===== config.mk =====
export PLATFORM = sky130hd
export DESIGN_NAME = stream_adder
export DESIGN_NICKNAME = d
export VERILOG_FILES = /design/src/rtl/stream_adder_pkg.sv /design/src/rtl/stream_adder_carry_slice.sv /design/src/rtl/stream_adder.sv
export SDC_FILE = /design/constraint.sdc
export NUM_CORES = 1
export LEC_CHECK = 0
export ABC_AREA = 1
export CORE_MARGIN = 8
export CORE_UTILIZATION = 52
export CTS_BUF_LIST = sky130_fd_sc_hd__clkbuf_8
export DETAILED_ROUTE_END_ITERATION = 8
export GPL_TIMING_DRIVEN = 0
export HOLD_SLACK_MARGIN = 0.08
export PLACE_DENSITY = 0.92
export SYNTH_ARGS = -nofsm -noshare
export SYNTH_HDL_FRONTEND = slang
export SYNTH_SLANG_ARGS = --single-unit
export TNS_END_PERCENT = 20

===== constraint.sdc =====
create_clock -name clk -period 4.2 [get_ports clk]
set_input_delay 0.84 -clock clk [delete_from_list [all_inputs] [get_ports clk]]
set_output_delay 0.84 -clock clk [all_outputs]
set_load 0.02 [all_outputs]

===== src/rtl/stream_adder_pkg.sv =====
// Shared types and widths for the two-stage stream adder.
// Stage-1 fields are sized for the widest supported half (DATA_WIDTH <= 62).
package stream_adder_pkg;

   localparam int HALF_MAXW = 32;

   function automatic int lo_width(input int data_width);
      return data_width / 2;
   endfunction

   typedef struct packed {
      logic [HALF_MAXW-1:0] lo_sum;
      logic                 carry;
      logic [HALF_MAXW-1:0] a_hi;
      logic [HALF_MAXW-1:0] b_hi;
      logic                 sub;
      logic                 valid;
   } s1_t;

endpackage


===== src/rtl/stream_adder_carry_slice.sv =====
// Half-width adder slice; inverting b with cin=1 gives a-b.
module carry_slice
   import stream_adder_pkg::*;
#(
   parameter int W = 2
) (
   input  logic [W-1:0] a,
   input  logic [W-1:0] b,
   input  logic         cin,
   input  logic         inv_b,
   output logic [W-1:0] sum,
   output logic         cout
);

   logic [W-1:0] b_eff;
   logic [W:0]   total;

   always_comb begin
      b_eff = inv_b ? ~b : b;
      total = {1'b0, a} + {1'b0, b_eff} + {{W{1'b0}}, cin};
   end

   assign sum  = total[W-1:0];
   assign cout = total[W];

endmodule


===== src/rtl/stream_adder.sv =====
// Two-stage valid/ready add/sub pipeline, low half then high half.
// Optional STREAM_ADDER_STATS_EN adds xfer_count and carry_seen outputs.
module stream_adder
   import stream_adder_pkg::*;
#(
   parameter int DATA_WIDTH = 4
) (
   input  logic                  clk,
   input  logic                  rst,
   input  logic                  in_valid,
   output logic                  in_ready,
   input  logic [DATA_WIDTH-1:0] A,
   input  logic [DATA_WIDTH-1:0] B,
   input  logic                  sub,
   output logic                  out_valid,
   input  logic                  out_ready,
   output logic [DATA_WIDTH:0]   X
`ifdef STREAM_ADDER_STATS_EN
   ,
   output logic [15:0]           xfer_count,
   output logic                  carry_seen
`endif
);

   localparam int HW = lo_width(DATA_WIDTH);

   s1_t               s1_q, s1_d;
   logic [DATA_WIDTH:0] x_q, x_d;
   logic              out_valid_q, out_valid_d;
   logic              en;
   logic [HW-1:0]     lo_sum, hi_sum;
   logic              lo_cout, hi_cout;

   assign en       = out_ready || !out_valid_q;
   assign in_ready = en;

   carry_slice #(.W(HW)) u_lo (
      .a     (A[HW-1:0]),
      .b     (B[HW-1:0]),
      .cin   (sub),
      .inv_b (sub),
      .sum   (lo_sum),
      .cout  (lo_cout)
   );

   carry_slice #(.W(HW)) u_hi (
      .a     (s1_q.a_hi[HW-1:0]),
      .b     (s1_q.b_hi[HW-1:0]),
      .cin   (s1_q.carry),
      .inv_b (s1_q.sub),
      .sum   (hi_sum),
      .cout  (hi_cout)
   );

   always_comb begin
      s1_d        = s1_q;
      x_d         = x_q;
      out_valid_d = out_valid_q;
      if (en) begin
         s1_d                  = '0;
         s1_d.valid            = in_valid;
         s1_d.sub              = sub;
         s1_d.carry            = lo_cout;
         s1_d.lo_sum[HW-1:0]   = lo_sum;
         s1_d.a_hi[HW-1:0]     = A[DATA_WIDTH-1:HW];
         s1_d.b_hi[HW-1:0]     = B[DATA_WIDTH-1:HW];
         out_valid_d           = s1_q.valid;
         // The extra bit is carry for add, borrow (A<B) for subtract.
         if (s1_q.valid)
            x_d = {hi_cout ^ s1_q.sub, hi_sum, s1_q.lo_sum[HW-1:0]};
      end
   end

   always_ff @(posedge clk or posedge rst) begin
      if (rst) begin
         s1_q        <= '0;
         x_q         <= '0;
         out_valid_q <= 1'b0;
      end else begin
         s1_q        <= s1_d;
         x_q         <= x_d;
         out_valid_q <= out_valid_d;
      end
   end

   assign out_valid = out_valid_q;
   assign X         = x_q;

   logic unused_hi;
   assign unused_hi = ^{s1_q.lo_sum[HALF_MAXW-1:HW],
                        s1_q.a_hi[HALF_MAXW-1:HW],
                        s1_q.b_hi[HALF_MAXW-1:HW]};

`ifdef STREAM_ADDER_STATS_EN
   logic [15:0] xfer_count_q, xfer_count_d;
   logic        carry_seen_q, carry_seen_d;

   always_comb begin
      xfer_count_d = xfer_count_q;
      carry_seen_d = carry_seen_q;
      if (out_valid_q && out_ready) begin
         xfer_count_d = xfer_count_q + 16'd1;
         if (x_q[DATA_WIDTH])
            carry_seen_d = 1'b1;
      end
   end

   always_ff @(posedge clk or posedge rst) begin
      if (rst) begin
         xfer_count_q <= '0;
         carry_seen_q <= 1'b0;
      end else begin
         xfer_count_q <= xfer_count_d;
         carry_seen_q <= carry_seen_d;
      end
   end

   assign xfer_count = xfer_count_q;
   assign carry_seen = carry_seen_q;
`endif

endmodule


* Word level (Yosys, flattened, before mapping) *
Index checks and enable logic that the tools add are counted.

storage, ports and cells
  bits in registers = 15
  output and inout bits = 7
  word-level logic and storage cells = 20

cells by class
  add/sub/neg operators = 4
  multiplexer cells = 2
  bitwise operators = 3
  reductions and logical operators = 3

operators with widths
  operator            number
  $add A2 B2 Y3       2
  $add A3 B1 Y3       2
  $mux W2             2
  $not A2 Y2          2
  $reduce_and A2 Y1   1
  $logic_not A1 Y1    1
  $logic_or A1 B1 Y1  1
  $xor A1 B1 Y1       1

* Logic depth before layout (Yosys ltp) *
Gate-level depths: netlist of the first run.

  depth in word-level cells = 5
  gate-level depth with buffers = 8
  gate-level depth less buffers = 8

* By module *
Synthesis of the first run repeated with hierarchy kept, for this count alone.

second synthesis, totals
  cell total of the unflattened synthesis = 91
  area total of the unflattened synthesis = 784.5 µm²

modules (own cells, without submodules)
  module        times used  cells an instance  area an instance (µm²)  seq. area each (µm²)
  stream_adder  1           69                 636.9                   375.4
  carry_slice   2           11                 73.8                    0.0

* Worst setup path after synthesis of the first run *
Ideal clock, no wire load.

  kind = input to output
  start = in out_ready
  end = out in_ready
  arrival time = 1.124 ns
  slack = 2.236 ns
  stages on the path = 3
  cell sequence = inv_2 -> nand2_4 -> buf_6

between the ends
  word-level cells in the longest chain between the ends = 1

ends and longest elaborated chain
  element             RTL line            RTL
  start, declared     stream_adder.sv:16  input logic out_ready,
  $logic_or A1 B1 Y1  stream_adder.sv:34  assign en = out_ready || !out_valid_q;
  end, declared       stream_adder.sv:11  output logic in_ready,

No other way between the ends.

* Worst setup path in the final report of the first run *
Same ends and word-level chain as after synthesis.

==> results of run 1 <==
## cell usage after synthesis (all sizes together)
cell type | instances | area [um2]
nand2 | 43 | 169
dfrtp | 15 | 375
inv | 8 | 30.0
nand3 | 4 | 20.0
fa | 3 | 60.1
xor2 | 3 | 26.3
o21ai | 2 | 10.0
a21oi | 1 | 5.00
buf | 1 | 11.3
o21a | 1 | 7.51
## registers in the layout (all words and copies together), names as in the netlist
register,count
X,5
s1_q,9
out_valid,1
## tightest hold or removal path, cell delays in order, from the launching register on
cell     delay, ps
dfrtp_1        340
nand2_1         60
nand2_1         50
## per-layer routing
layer,share of wire,wire [um],vias to the layer above,global-route usage
met4,0.041,68,0,0.118
met2,0.49,796,26,0.205
met5,0,0,-,0
met1,0.41,665,278,0.145
li1,-,-,290,-
met3,0.067,110,11,0.0392
## metrics by stage
step / hold slack, ps / setup slack (ps) / power [uW] / area (um2) / instances
after floorplan: 443 / 2240 / 294 / 714 / 81
after global placement: 452 / 1130 / 363 / 923 / 115
after detailed placement: 460 / 1120 / 375 / 923 / 115
after CTS: 475 / 1110 / 494 / 970 / 119
after global routing: 502 / 1040 / 519 / 970 / 119
final: 471 / 1120 / 490 / 970 / 119
## logic make-up (layout without fill, tap and decap cells)
logic type,count (synthesis),after routing,share of synthesized area
simple gates,47,47,0.264
flops,15,15,0.525
buf+inv,9,32,0.0578
compound gates,4,4,0.0315
fa+ha+maj,3,3,0.0841
xor+xnor,3,3,0.0368
## power by group
group	internal (uW)	switching [uW]
sequential	179	23.4
combinational	79.9	91.8
clock	65.7	50.5
total	324	166
## area by class of cell
type	count	area [um2]
clock buffer	3	41.3
buffer	1	11.3
multi-input combinational	57	298
inverter	8	30.0
tap	15	18.8
timing repair buffer	19	190
sequential	15	375
clock inverter	1	5.00
fill	95	315
## worst paths after layout
kind	start	end	slack (ps)
setup reg to reg	s1_q[1]$_DFFE_PP0N_	X[4]$_DFFE_PP0P_	2360
hold reg to reg	X[2]$_DFFE_PP0P_	X[2]$_DFFE_PP0P_	470
min in group asynchronous	rst	X[3]$_DFFE_PP0P_	940
max in group asynchronous	rst	s1_q[66]$_DFFE_PP0N_	2900
hold / removal	X[2]$_DFFE_PP0P_	X[2]$_DFFE_PP0P_	470
setup / recovery	out_ready	in_ready	1120
==> results, run 1 <==
- The number of antenna violations at the first check in global routing is 0.
- The congestion estimate from routability-driven global placement came to roughly 0.76.
- For this design the ratio of total power to cell area is between 500 and 600 nW/um2.
- The depth of the worst hold-timing path is 2.
- Clock tree synthesis selected as its root buffer the cell clkbuf_8.
- The pin slew with the least headroom to its limit is ~550 ps.
- The portion of the post-synthesis area used by sequential elements is 0.525.
- The logic depth of the worst register-to-register path is 7.
- After synthesis the netlist holds a flip-flop and latch count of 15.
- The initial utilization of the core area, before any placement, comes to 0.556.
- The half-perimeter wire length after detailed placement is roughly 1.2 mm.
- The number of nets still failing antenna checks after routing is 0.
- The sum of overflow across all layers after global routing is 0.
- The iteration count of the initial detailed-routing pass is 4.
- In this run the number of H-tree levels came out at 1.
- The count of buffer and inverter cells on the critical path is 4.
- The first global-routing pass estimated 2.74 mm of wire.
- The worst setup path is captured at an output pin.
- The number of nets handed over by synthesis was 97.
- The cell at the slowest stage of the critical path is clkdlybuf4s50_1.
- The tool flagged a number of max-cap violations equal to 0.
- The number of pins exceeding their max-slew limit in the final report was 0.
- The number of buffers added to fix hold violations after cts is 0.
- The largest driver fanout on the critical path is 10.
- The clock latency of the later-clocked register in the worst-skew pair is approximately 250 ps.
- The clock buffer count from CTS is 3.
- The width of the chip is 53.1 um.
- The final number of setup-violating endpoints is 0.
- The height of the chip is about 53 um.
- Across all layers, the routed design uses approximately 610 vias.
- The flow ran to the end, and the final reports show no timing, DRC or antenna violations.
- The highest clock frequency the design can meet is 324 MHz.
- In this run the static leakage power is roughly 0.0005 uW.
- The most frequent cell on the critical path is clkdlybuf4s50_1.
- After routing, the total negative slack on setup checks comes to 0 ps.
- The number of hold violations in the final report is 0.
- The number of rows created at floorplan is 13.
- Setup repair after global routing left no endpoint under its margin.
- 20 I/O pins were placed.
- The area of the core is approximately 1300 um2.
- For this run, the total global-route usage over all layers was measured as 0.133.
- After synthesis, the netlist uses 12 different library cells.
- The mapped netlist covers roughly 710 um2.
- For this run, the number of Yosys warnings is 0.
- The count of buffers added on input and output ports is 19.
- Walking the worst path, the cells encountered are clkdlybuf4s50_1, inv_2, nand2_4, buf_6, clkdlybuf4s50_1.
- The headroom to the max-slew limit is 0.634.
- The area of the die is between 2000 and 3000 um2.
- Of the cells placed in the final design, the portion with a size suffix greater than 1 is 0.0769.
- CTS saw 15 sinks.
- The data required time at the worst endpoint is about 3400 ps.
- The critical setup path kind is primary input to output pin.
- The post-cts gate resize count is 0.
- The category of the worst setup path launch point is a primary input.
- The number of cells produced by synthesis is slightly above 80.
- The post-detailed-route via-to-cell ratio is 5.08.
- The DRC marker count from the first detailed-route iteration is 10.
- The post-detailed-routing wire length is 1.64 mm.
- The final critical path time including I/O delays and setup is about 3100 ps.
- On the worst path, the slowest cell contributes a delay of 610 ps.
- The maximum clock insertion buffer count is 2.
- Once the clock tree was built, the setup fixing pass inserted 0 buffers.
- The maximum number of pins on one net before global-route repair is 16.
- The critical path's top delay family is buffers and inverters.
- Leaving out fill and tap cells, the most frequent cells in the layout are nand2_1, clkdlybuf4s50_1, dfrtp_1.
- After detailed routing, the number of remaining DRC violations is 0.
- The min-delay analysis places its worst path in the category flop to flop.
- A synthesized cell averages 8.82 um2.
- The number of global-route vias before repair is roughly 660.
- At the end of the flow, the number of nets in the layout was 121.
- The clock tree skew after final layout is 2.22 ps.
- Across the VDD grid, the largest voltage drop is 0.338 mV.
- The clock slew at the register clock pins of the worst setup and hold paths is ~60 ps.
- In this run the number of cells on the critical path is 5.
- The arrival time of data at the critical path endpoint is 2240 ps.
- Dividing the detail-routed wire length by the instance count gives 13.8 um.
- The area added between synthesis and finish is 35.7%.
- The number of antenna cells inserted is 0.
- The library cell used most frequently in the layout, excluding fill and tap cells, is nand2_1.
- The post-route core utilization is 0.755.
- The TritonCTS clock tree is yes.
- Dividing the final minimum period by the clock period gives 0.734.
(Power assumes the default switching activity.)
==> run 2, diff against run 1 <==
--- a/config.mk
+++ b/config.mk
@@ -7,12 +7,12 @@
 export LEC_CHECK = 0
 export ABC_AREA = 1
 export CORE_MARGIN = 8
-export CORE_UTILIZATION = 52
+export CORE_UTILIZATION = 48
 export CTS_BUF_LIST = sky130_fd_sc_hd__clkbuf_8
 export DETAILED_ROUTE_END_ITERATION = 8
 export GPL_TIMING_DRIVEN = 0
 export HOLD_SLACK_MARGIN = 0.08
-export PLACE_DENSITY = 0.92
+export PLACE_DENSITY = 0.86
 export SYNTH_ARGS = -nofsm -noshare
 export SYNTH_HDL_FRONTEND = slang
 export SYNTH_SLANG_ARGS = --single-unit
==> constraint.sdc (replaced) <==
create_clock -name clk -period 3.09 [get_ports clk]
set_input_delay 0.618 -clock clk [delete_from_list [all_inputs] [get_ports clk]]
set_output_delay 0.618 -clock clk [all_outputs]
set_load 0.02 [all_outputs]
==> run 2 against run 1 <==
Via count decreased by 9.4%; sequential power up 35%; setup slack got worse by 650 ps; cell count increased by 0.84%; die area is 5.8% higher; wire length decreased by 17%; combinational power increased by 29%; sequential share of layout area is the same; critical path type unchanged; critical endpoint unchanged.
==> results, run 2 (synthesis results as in run 1) <==
- The ratio of cells with drive above 1 in the final layout is 0.0673 (-0.00962).
- The tightest min-delay check is of the flop to flop type.
- The worst hold path begins at X[1]$_DFFE_PP0P_.
- The routability congestion estimate was 0.780 (+2.7%).
- Leaving out fill and tap cells, the most frequent cell in the layout is nand2_1.
- The number of rows created at floorplan is 14 (+1).
- The number of hold violations in the final report is 0 (unchanged).
- The area of the core is 1450 um2 (+13%).
- The width of the chip came to 54.6 um (+2.9%).
- The power density over cell area was 668 nW/um2 (+32%).
- The clock latency of the later-clocked register in the worst-skew pair is 250 ps (about the same).
- The number of clock sinks seen by CTS was 15 (unchanged).
- The aggregate global-route resource usage is 0.110 (-0.0232).
- The register name with the most flops is s1_q.
- The clock tree skew after final layout was 1.90 ps (-0.318 ps).
- The half-perimeter wire length after detailed placement was 1.07 mm (-9.3%).
- The routed design could run at a clock period as short as between 2000 and 3000 ps.
- The post-detailed-routing wire length came to 1.36 mm (-17%).
- The pin slew with the least headroom to its limit came to 559 ps (+9.83 ps).
- The post-detailed-route via-to-cell ratio is 4.57 (-10%).
- The remaining routing DRC violations is 0 (unchanged).
- The number of buffers added for setup after CTS came to 0 (unchanged).
- The layout filler cell count is 124 (+31%).
- The endpoint type of the worst setup path is an output pin.
- The arrival time of data at the critical path endpoint is 2010 ps (-230 ps).
- The sequential cell area is 375 um2 (unchanged).
- The final number of setup-violating endpoints is 0 (unchanged).
- The placed standard-cell area is 925 um2 (+0.14%).
- Setup repair after global routing left no endpoint under its margin.
- The sum of overflow across all layers after global routing is 0 (unchanged).
- The startpoint identified for the worst register-to-register timing path is s1_q[1]$_DFFE_PP0N_.
- The height of the chip is 54.6 um (+2.9%).
- The filler-free cell count of the finished design is 120 (+0.84%).
- The clock buffer count from CTS came to 3 (unchanged).
- The worst setup slack for register-to-register paths is 1360 ps (-1000 ps).
- The total vias in the final route is 548 (-9.4%).
- The number of buffers added to fix hold violations after cts is 0 (unchanged).
- The number of nets still failing antenna checks after routing is 0 (unchanged).
- The data required time at the worst endpoint came to 2470 ps (-890 ps).
- The maximum clock insertion buffer count came to 2 (unchanged).
- The largest driver fanout on the critical path is 10 (unchanged).
- The setup TNS came to 0 ps (unchanged).
- The iteration count of the initial detailed-routing pass was 2 (-2).
- The number of flip-flops in the largest register is 9 (unchanged).
- The wire length of the first global-routing pass is 2.39 mm (-13%).
- TritonCTS built the clock tree.
- The post-route core utilization is 0.667 (-0.0877).
- The number of max-capacitance violations reported is 0 (unchanged).
- The worst-case vdd ir drop is 0.332 mV (-1.8%).
- The worst setup path is launched from a primary input.
- The number of antenna cells inserted was 0 (unchanged).
- The maximum number of pins on one net before global-route repair is 16 (unchanged).
- The number of pins exceeding their max-slew limit in the final report came to 0 (unchanged).
- The headroom to the max-slew limit was 0.627 (-0.00656).
- The area added between synthesis and finish is 35.7% (unchanged).
- The DRC marker count from the first detailed-route iteration is 1 (-9).
- The number of global-route vias before repair is 594 (-9.7%).
- The logic depth of the worst register-to-register path was 7 (unchanged).
- Leaving out fill and tap cells, the most frequent cells in the layout are nand2_1, clkdlybuf4s50_1, dfrtp_1.
- The cell leakage power is 0.000509 uW (+0.28%).
- The endpoint of the worst-slack reg-to-reg timing path is X[4]$_DFFE_PP0P_.
- The critical path is of the primary input to output pin type.
- The post-cts gate resize count is 0 (unchanged).
- The footprint of the multi-input gates came to 298 um2 (unchanged).
- The starting density of the core is 0.491 (-0.0646).
- The depth of the worst hold-timing path came to 2 (unchanged).
- The detail-routed net length per standard cell is 11.4 um (-18%).
- The total I/O pin count is 20 (unchanged).
- The master cell of the clock root buffer is clkbuf_8.
- The final instance area is 970 um2 (unchanged).
- The clock slew at the register clock pins of the worst setup and hold paths is 60 ps (about the same).
- The flow ran to the end, and the final reports show no timing, DRC or antenna violations.
- The number of antenna violations at the first check in global routing is 0 (unchanged).
- The area of the die was 2980 um2 (+5.8%).
- Of the available clock period, the critical path in the final layout requires 0.850.
- For this run, the top clock speed supported by timing is 381 MHz.
- The hold path endpoint is X[1]$_DFFE_PP0P_.
- The number of placed cells counting well taps is 116 (+0.87%).
- The total of buffers placed on input and output ports was 19 (unchanged).
- The net total in the final layout is 121 (unchanged).
- The depth of the CTS H-tree is 1 (unchanged).
==> run 2: final cells by class <==
| class | instances | area share |
|---|---|---|
| plain buffers | 1 | 0.0116 |
| clock buffers | 3 | 0.0426 |
| clock inverters | 1 | 0.00387 |
| inverters | 8 | 0.0310 |
| multi-input cells | 57 | 0.307 |
| flip-flops and latches | 15 | 0.387 |
| well taps | 16 | 0.0206 |
| repair buffers | 19 | 0.196 |
==> run 2: where the power goes <==
group / leakage, uW / switching [uW] / total, uW / internal, uW
Sequential: 0.000181 / 29.9 / 273 / 243
Clock: 0.0000269 / 65.1 / 153 / 87.9
Combinational: 0.000301 / 114 / 222 / 108
==> run 2: worst max-delay path by stage <==
| stage | to | depth (start not counted) | from | slack (ps) |
|---|---|---|---|---|
| 5_1_grt | in_ready | 5 | out_ready | 400 |
| 4_1_cts | in_ready | 5 | out_ready | 450 |
| 2_1_floorplan | X[4]$_DFFE_PP0P_ | 7 | s1_q[1]$_DFFE_PP0N_ | 1450 |
| 3_5_place_dp | in_ready | 5 | out_ready | 460 |
| 6_report | in_ready | 5 | out_ready | 460 |
| 3_3_place_gp | in_ready | 5 | out_ready | 460 |
==> run 2: worst max-delay path, stage by stage <==
cell and delay (ps):
clkdlybuf4s50_1 470, inv_2 50, nand2_4 110, buf_6 150
clkdlybuf4s50_1 610
==> run 2: per-layer routing <==
layer | vias to the layer above | share of wire | track usage
met5 | - | 0 | 0
met4 | 0 | 0.018 | 0.0492
met3 | 3 | 0.087 | 0.0435
met2 | 16 | 0.46 | 0.166
met1 | 239 | 0.44 | 0.136
li1 | 290 | - | -
==> run 2: per-stage QoR <==
step                      total power, uW  hold WS, ps  setup WS [ps]
after detailed placement              503          457            463
after global placement                493          453            462
final                                 648          467            463
after global routing                  692          497            404
after CTS                             660          473            451
after floorplan                       400          443           1450
